**src/rtl/lfsr_pattern_gen_if.sv**
```systemverilog
// Pattern-generator control/stream bundle: run control and seed loading from the
// test controller, plus the pattern stream handshake toward the DUT/compactor.
interface lfsr_pattern_gen_if #(
  parameter int WIDTH = 32,
  parameter int CNT_W = 16
);
  logic             start;
  logic             abort;
  logic             seed_load;
  logic [WIDTH-1:0] seed_in;
  logic [CNT_W-1:0] pattern_count;
  logic             pattern_ready;
  logic             pattern_valid;
  logic [WIDTH-1:0] pattern_out;
  logic             busy;
  logic             done;
  logic [CNT_W-1:0] patterns_sent;

  modport master (
    output start, abort, seed_load, seed_in, pattern_count, pattern_ready,
    input  pattern_valid, pattern_out, busy, done, patterns_sent
  );

  modport slave (
    input  start, abort, seed_load, seed_in, pattern_count, pattern_ready,
    output pattern_valid, pattern_out, busy, done, patterns_sent
  );
endinterface

```
**src/rtl/lfsr_pattern_gen.sv**
```systemverilog
// Galois-LFSR test pattern generator: issues a counted run of patterns over a
// valid/ready stream, stepping the LFSR only when a pattern is accepted.
module lfsr_pattern_gen #(
  parameter int               WIDTH    = 32,
  parameter logic [WIDTH-1:0] POLY     = WIDTH'(32'h8020_0003),
  parameter logic [WIDTH-1:0] DEF_SEED = WIDTH'(32'hACE1_ACE1),
  parameter int               CNT_W    = 16
) (
  input  logic              clk,
  input  logic              rst,
  lfsr_pattern_gen_if.slave bus
);

  typedef enum logic [1:0] {
    S_IDLE = 2'd0,
    S_RUN  = 2'd1,
    S_DONE = 2'd2
  } state_t;

  state_t           r_state;
  state_t           w_next_state;
  logic [WIDTH-1:0] r_lfsr;
  logic [WIDTH-1:0] w_lfsr_next;
  logic [CNT_W-1:0] r_sent;
  logic [CNT_W-1:0] w_sent_next;
  logic [CNT_W-1:0] r_count;
  logic [CNT_W-1:0] w_count_next;
  logic [CNT_W-1:0] w_sent_inc;
  logic [WIDTH-1:0] w_seed_sel;
  logic             w_hs;

  function automatic logic [WIDTH-1:0] lfsr_step(input logic [WIDTH-1:0] s);
    lfsr_step = {s[WIDTH-2:0], 1'b0} ^ (s[WIDTH-1] ? POLY : '0);
  endfunction

  // An all-zero state would lock the LFSR, so a zero seed falls back to DEF_SEED.
  assign w_seed_sel = (bus.seed_in == '0) ? DEF_SEED : bus.seed_in;
  assign w_hs       = (r_state == S_RUN) && bus.pattern_ready;
  assign w_sent_inc = r_sent + CNT_W'(1);

  always_ff @(posedge clk or posedge rst) begin
    if (rst) begin
      r_state <= S_IDLE;
      r_lfsr  <= DEF_SEED;
      r_sent  <= '0;
      r_count <= '0;
    end else begin
      r_state <= w_next_state;
      r_lfsr  <= w_lfsr_next;
      r_sent  <= w_sent_next;
      r_count <= w_count_next;
    end
  end

  always_comb begin
    w_next_state = r_state;
    w_lfsr_next  = r_lfsr;
    w_sent_next  = r_sent;
    w_count_next = r_count;
    case (r_state)
      S_IDLE: begin
        if (bus.seed_load) w_lfsr_next = w_seed_sel;
        if (bus.start) begin
          w_sent_next = '0;
          if (bus.pattern_count != '0) begin
            w_count_next = bus.pattern_count;
            w_next_state = S_RUN;
          end else begin
            w_next_state = S_DONE;
          end
        end
      end
      S_RUN: begin
        if (w_hs) begin
          w_lfsr_next = lfsr_step(r_lfsr);
          w_sent_next = w_sent_inc;
        end
        // Abort wins over a simultaneous final handshake, which still counts.
        if (bus.abort) w_next_state = S_IDLE;
        else if (w_hs && (w_sent_inc == r_count)) w_next_state = S_DONE;
      end
      S_DONE: begin
        if (bus.seed_load) w_lfsr_next = w_seed_sel;
        w_next_state = S_IDLE;
      end
      default: w_next_state = S_IDLE;
    endcase
  end

  assign bus.pattern_valid = (r_state == S_RUN);
  assign bus.busy          = (r_state == S_RUN);
  assign bus.done          = (r_state == S_DONE);
  assign bus.pattern_out   = r_lfsr;
  assign bus.patterns_sent = r_sent;

endmodule

```
**src/flat_wrapper.sv**
```systemverilog
// flat-port wrapper written by rule: the top's interface ports become plain ports
module lfsr_pattern_gen_flat 
#(
  parameter int               WIDTH    = 32,
  parameter logic [WIDTH-1:0] POLY     = WIDTH'(32'h8020_0003),
  parameter logic [WIDTH-1:0] DEF_SEED = WIDTH'(32'hACE1_ACE1),
  parameter int               CNT_W    = 16
)
  (clk, rst, bus_start, bus_abort, bus_seed_load, bus_seed_in, bus_pattern_count, bus_pattern_ready, bus_pattern_valid, bus_pattern_out, bus_busy, bus_done, bus_patterns_sent);
  lfsr_pattern_gen_if #(.WIDTH(WIDTH), .CNT_W(CNT_W)) bus_i ();
  input  logic clk;
  input  logic rst;
  input wire logic [$bits(bus_i.start)-1:0] bus_start;
  input wire logic [$bits(bus_i.abort)-1:0] bus_abort;
  input wire logic [$bits(bus_i.seed_load)-1:0] bus_seed_load;
  input wire logic [$bits(bus_i.seed_in)-1:0] bus_seed_in;
  input wire logic [$bits(bus_i.pattern_count)-1:0] bus_pattern_count;
  input wire logic [$bits(bus_i.pattern_ready)-1:0] bus_pattern_ready;
  output wire logic [$bits(bus_i.pattern_valid)-1:0] bus_pattern_valid;
  output wire logic [$bits(bus_i.pattern_out)-1:0] bus_pattern_out;
  output wire logic [$bits(bus_i.busy)-1:0] bus_busy;
  output wire logic [$bits(bus_i.done)-1:0] bus_done;
  output wire logic [$bits(bus_i.patterns_sent)-1:0] bus_patterns_sent;
  assign bus_i.start = bus_start;
  assign bus_i.abort = bus_abort;
  assign bus_i.seed_load = bus_seed_load;
  assign bus_i.seed_in = bus_seed_in;
  assign bus_i.pattern_count = bus_pattern_count;
  assign bus_i.pattern_ready = bus_pattern_ready;
  assign bus_pattern_valid = bus_i.pattern_valid;
  assign bus_pattern_out = bus_i.pattern_out;
  assign bus_busy = bus_i.busy;
  assign bus_done = bus_i.done;
  assign bus_patterns_sent = bus_i.patterns_sent;
  lfsr_pattern_gen #(.WIDTH(WIDTH), .POLY(POLY), .DEF_SEED(DEF_SEED), .CNT_W(CNT_W)) u_core (.clk(clk), .rst(rst), .bus(bus_i));
endmodule
```
**config.mk**
```make
export PLATFORM = sky130hd
export DESIGN_NAME = lfsr_pattern_gen_flat
export DESIGN_NICKNAME = d
export VERILOG_FILES = /design/src/rtl/lfsr_pattern_gen_if.sv /design/src/rtl/lfsr_pattern_gen.sv /design/src/flat_wrapper.sv
export SDC_FILE = /design/constraint.sdc
export NUM_CORES = 1
export LEC_CHECK = 0
export CAP_MARGIN = 10
export CORE_UTILIZATION = 52
export CTS_CLUSTER_DIAMETER = 30
export DETAILED_ROUTE_END_ITERATION = 16
export GPL_ROUTABILITY_DRIVEN = 0
export PLACE_DENSITY = 0.88
export SYNTH_ARGS = -nofsm -noshare
export SYNTH_HDL_FRONTEND = slang
export SYNTH_SLANG_ARGS = --single-unit
```
**constraint.sdc**
```tcl
create_clock -name clk -period 4.4 [get_ports clk]
set_clock_uncertainty 0.2 [all_clocks]
set_input_delay 1.1 -clock clk [delete_from_list [all_inputs] [get_ports clk]]
set_output_delay 1.1 -clock clk [all_outputs]
set_load 0.05 [all_outputs]
```
==> impl_metrics.csv <==
group,metric,value,unit
critical_path,critPathRequiredTime,3.10,ns
global_routing,grt_overflow_total,0,
cells_and_area,layout.nets,523,
critical_path,end_kind,"primary output",
drt,via_per_inst,6.13,
power,combPwrFrac,0.419,
cts,htree_levels,3,
cts,root_buffer,"clkbuf_8",
cells_and_area,regArea,0.00167,sq mm
synth,synth_edf_count,0,
synth,synth_top_area_frac,0.347,
synth,syn_area,0.00361,sq mm
cts,clkLatencyLatePin,0.34,ns
critical_path,path_class,"reg2out",
cts,post_cts_resized,0,
synth,synth.distinct_cells,49,
floorplan,fp-row-count,29,
place,dpl.hpwl,7.17,mm
floorplan,die_w,85.3,um
critical_path,slowest_stage,"clkdlybuf4s50_1",
critical_path,critical_path.max_fanout,24,
global_routing,grt_max_degree,44,
cells_and_area,synthToLayoutAreaGrowth,35.5,%
drt,drc,0,
critical_path,r2r_start,"u_core.r_state[0]$_DFFE_PP0P_",
critical_path,cp.arrival,2.30,ns
drt,post_drt_wl_per_cell,17.9,um
cts,cts_tree,"done",
timing,timing.fmax,278,MHz
cts,holdBufCountCts,0,
hold_path,hold_start,"u_core.bus.pattern_out[6]$_DFFE_PP1P_",
hold_path,hold_class,"reg2reg",
synth,synth_flop_cell,"dfrtp_1",
power,cell_internal_pwr,1.50,mW
drt,topRoutingLayerUsed,"met4",
drt,met1_length,3.98,mm
global_routing,grt_pass1_vias,3315,
cts,cts_setup_buffers,0,
cells_and_area,diodes,0,
cells_and_area,multi_input_area,0.00180,sq mm
timing,period_share,0.818,
power,pwr-share-seq,0.368,
place,io_buffers,104,
timing,hold_violations,0,
synth,ys_async_sr_fraction,1.00,
synth,synth_commonest_cells,"dfrtp_1, nor2_1, a21oi_1, o21ai_0",
timing,rsz0062_at_grt,"no",
cts,clock_sinks,66,
cts,cts_buffers,9,
drt,drt_iter0_markers,204,
synth,yosysMostFrequentCell,"dfrtp_1",
drt,ant_nets,0,
timing,finalSetupViolations,0,
synth,ys_seq_elements,66,
power,power_density,517,mW/mm^2
status,status,"complete, no violations",
synth,synth_cells,371,
synth,syn-num-nets,426,
critical_path,slowest_delay,0.91,ns
synth,yosysTopAreaCell,"dfrtp_1",
timing,slew_viol_final,0,
cts,path_clk_slew,0.07,ns
cells_and_area,drive_gt1_frac,0.135,
power,peakVddDrop,0.000266,V
run,cap_viol_max_count,0,
power,p_clk_frac,0.213,
timing,finalSetupTns,0,ns
drt,met2_length,4.80,mm
synth,synthTopCellsByArea,"dfrtp_1, dfstp_2, mux2_2",
global_routing,antenna_found_initial,0,
floorplan,boundaryPins,105,
drt,drt-pass1-iter-count,7,
critical_path,cp_top_family,"buffers and inverters",
synth,yosysSeqAreaShare,0.463,
floorplan,fp.dieArea,0.00728,sq mm
cts,cts_max_path_buffers,2,
cells_and_area,fin_util,0.748,
timing,finalCriticalPeriod,3.60,ns
power,p_switching,1.03,mW
synth,syn_avg_cell_area,9.73,sq um
critical_path,cp-start-kind,"flop",
timing,slew_headroom,0.400,
floorplan,die_h,85.3,um
critical_path,crit_start,"u_core.r_state[0]$_DFFE_PP0P_",
drt,routed_wl,9.87,mm
cells_and_area,fillers,458,
timing,tightest_slew,0.898,ns
critical_path,crit_chain,"buf_4 -> nor2b_1 -> clkdlybuf4s50_1",
drt,num_vias,3373,
global_routing,grt_usage,0.291,
power,sw_frac_of_total,0.406,
drt,wl_met3,853,um
floorplan,core,0.00653,sq mm
synth,ys_warn_count,0,
power,power.leakage,1.91,nW
timing,hold_ws,0.320,ns
critical_path,crit_buf_inv,2,
global_routing,grt_pass1_wl,16.3,mm
floorplan,start_util,0.552,
-- metal layers --
metal,GRT usage,up-vias
met2,0.489,195
li1,-,1547
met1,0.368,1606
met3,0.0593,25
met5,0,-
met4,0.120,0
-- sequential cells by signal, indices dropped and copies added, names as in the netlist --
| register | cells |
|---|---|
| u_core.bus.patterns_sent | 16 |
| u_core.r_state | 2 |
| u_core.bus.pattern_out | 32 |
| u_core.r_count | 16 |
-- cell families after synthesis --
| logic type | Yosys count | share of synthesized area |
|---|---|---|
| xor gates and xnor gates | 23 | 0.0558 |
| muxes | 32 | 0.0943 |
| adders and majority gates | 1 | 0.00347 |
| AOI/OAI and AO/OA | 99 | 0.157 |
| DFF | 66 | 0.463 |
| buffers and inverters | 31 | 0.0378 |
| and+or+nand+nor | 119 | 0.189 |
-- final cells by class --
class | instances | area share
multi-input cells | 274 | 0.368
repair buffers | 111 | 0.224
clock inverters | 3 | 0.0133
clock buffers | 13 | 0.0284
well taps | 77 | 0.0197
flip-flops and latches | 66 | 0.342
inverters | 6 | 0.00461
-- per-stage QoR --
| stage | power (mW) | instances | cell area [sq um] | setup slack, ns |
|---|---|---|---|---|
| 5_1_grt | 2.64 | 550 | 4890 | 0.662 |
| 3_5_place_dp | 1.99 | 534 | 4680 | 0.846 |
| 6_report | 2.53 | 550 | 4890 | 0.803 |
| 4_1_cts | 2.53 | 550 | 4890 | 0.802 |
| 2_1_floorplan | 1.62 | 371 | 3610 | 1.40 |
| 3_3_place_gp | 1.95 | 534 | 4680 | 0.996 |
-- cell usage in the layout, fill, tap and decap left out, types with 2 or more instances in the layout --
master and n:
dfstp_2 16, clkbuf_1 4, mux2i_1 16, inv_1 4, nand4_1 6, nand3b_1 2, o21ai_0 28, nand2b_1 2
a31oi_1 4, nand3_1 8, and3_1 2, clkbuf_8 9, buf_4 7, xnor2_1 15, bufinv_16 2, o22ai_1 17
nor2b_1 5, dfrtp_1 50, xor2_1 8, nor2_1 41, mux2_2 16, o41ai_1 2, and4_2 2, or2_2 2
a21oi_1 34, nand4_4 2, a22o_1 2, nand2_1 17, nor4_2 3, nor4_1 14, nor3_1 5, o31ai_1 3
o21ai_1 3, clkdlybuf4s50_1 104
-- path summary, 6_finish.rpt --
kind                       slack, ns                                       to  cells past startpoint
max in group asynchronous       2.14   u_core.bus.pattern_out[11]$_DFFE_PP1P_                      3
setup reg to reg                1.35   u_core.bus.pattern_out[14]$_DFFE_PP0P_                      7
min in group asynchronous       1.07  u_core.bus.patterns_sent[5]$_DFFE_PP0P_                      2
setup / recovery                0.80                        bus_pattern_valid                      3
hold reg to reg                 0.32    u_core.bus.pattern_out[6]$_DFFE_PP1P_                      2
hold / removal                  0.32    u_core.bus.pattern_out[6]$_DFFE_PP1P_                      2
-- power by group through the flow --
stage | Combinational (mW) | Clock (mW) | Sequential, mW
floorplan | 0.347 | 0 | 1.27
global placement | 1.03 | 0 | 0.925
detailed placement | 1.06 | 0 | 0.936
CTS | 1.06 | 0.546 | 0.925
global route | 1.12 | 0.571 | 0.946
finish | 1.06 | 0.540 | 0.930
-- worst min-delay path, stage by stage, from the launching register on --
cell,delay [ns]
dfstp_2,0.38
nor2_1,0.09
a21oi_1,0.05
Note: power is estimated with default switching activity, not from simulation.
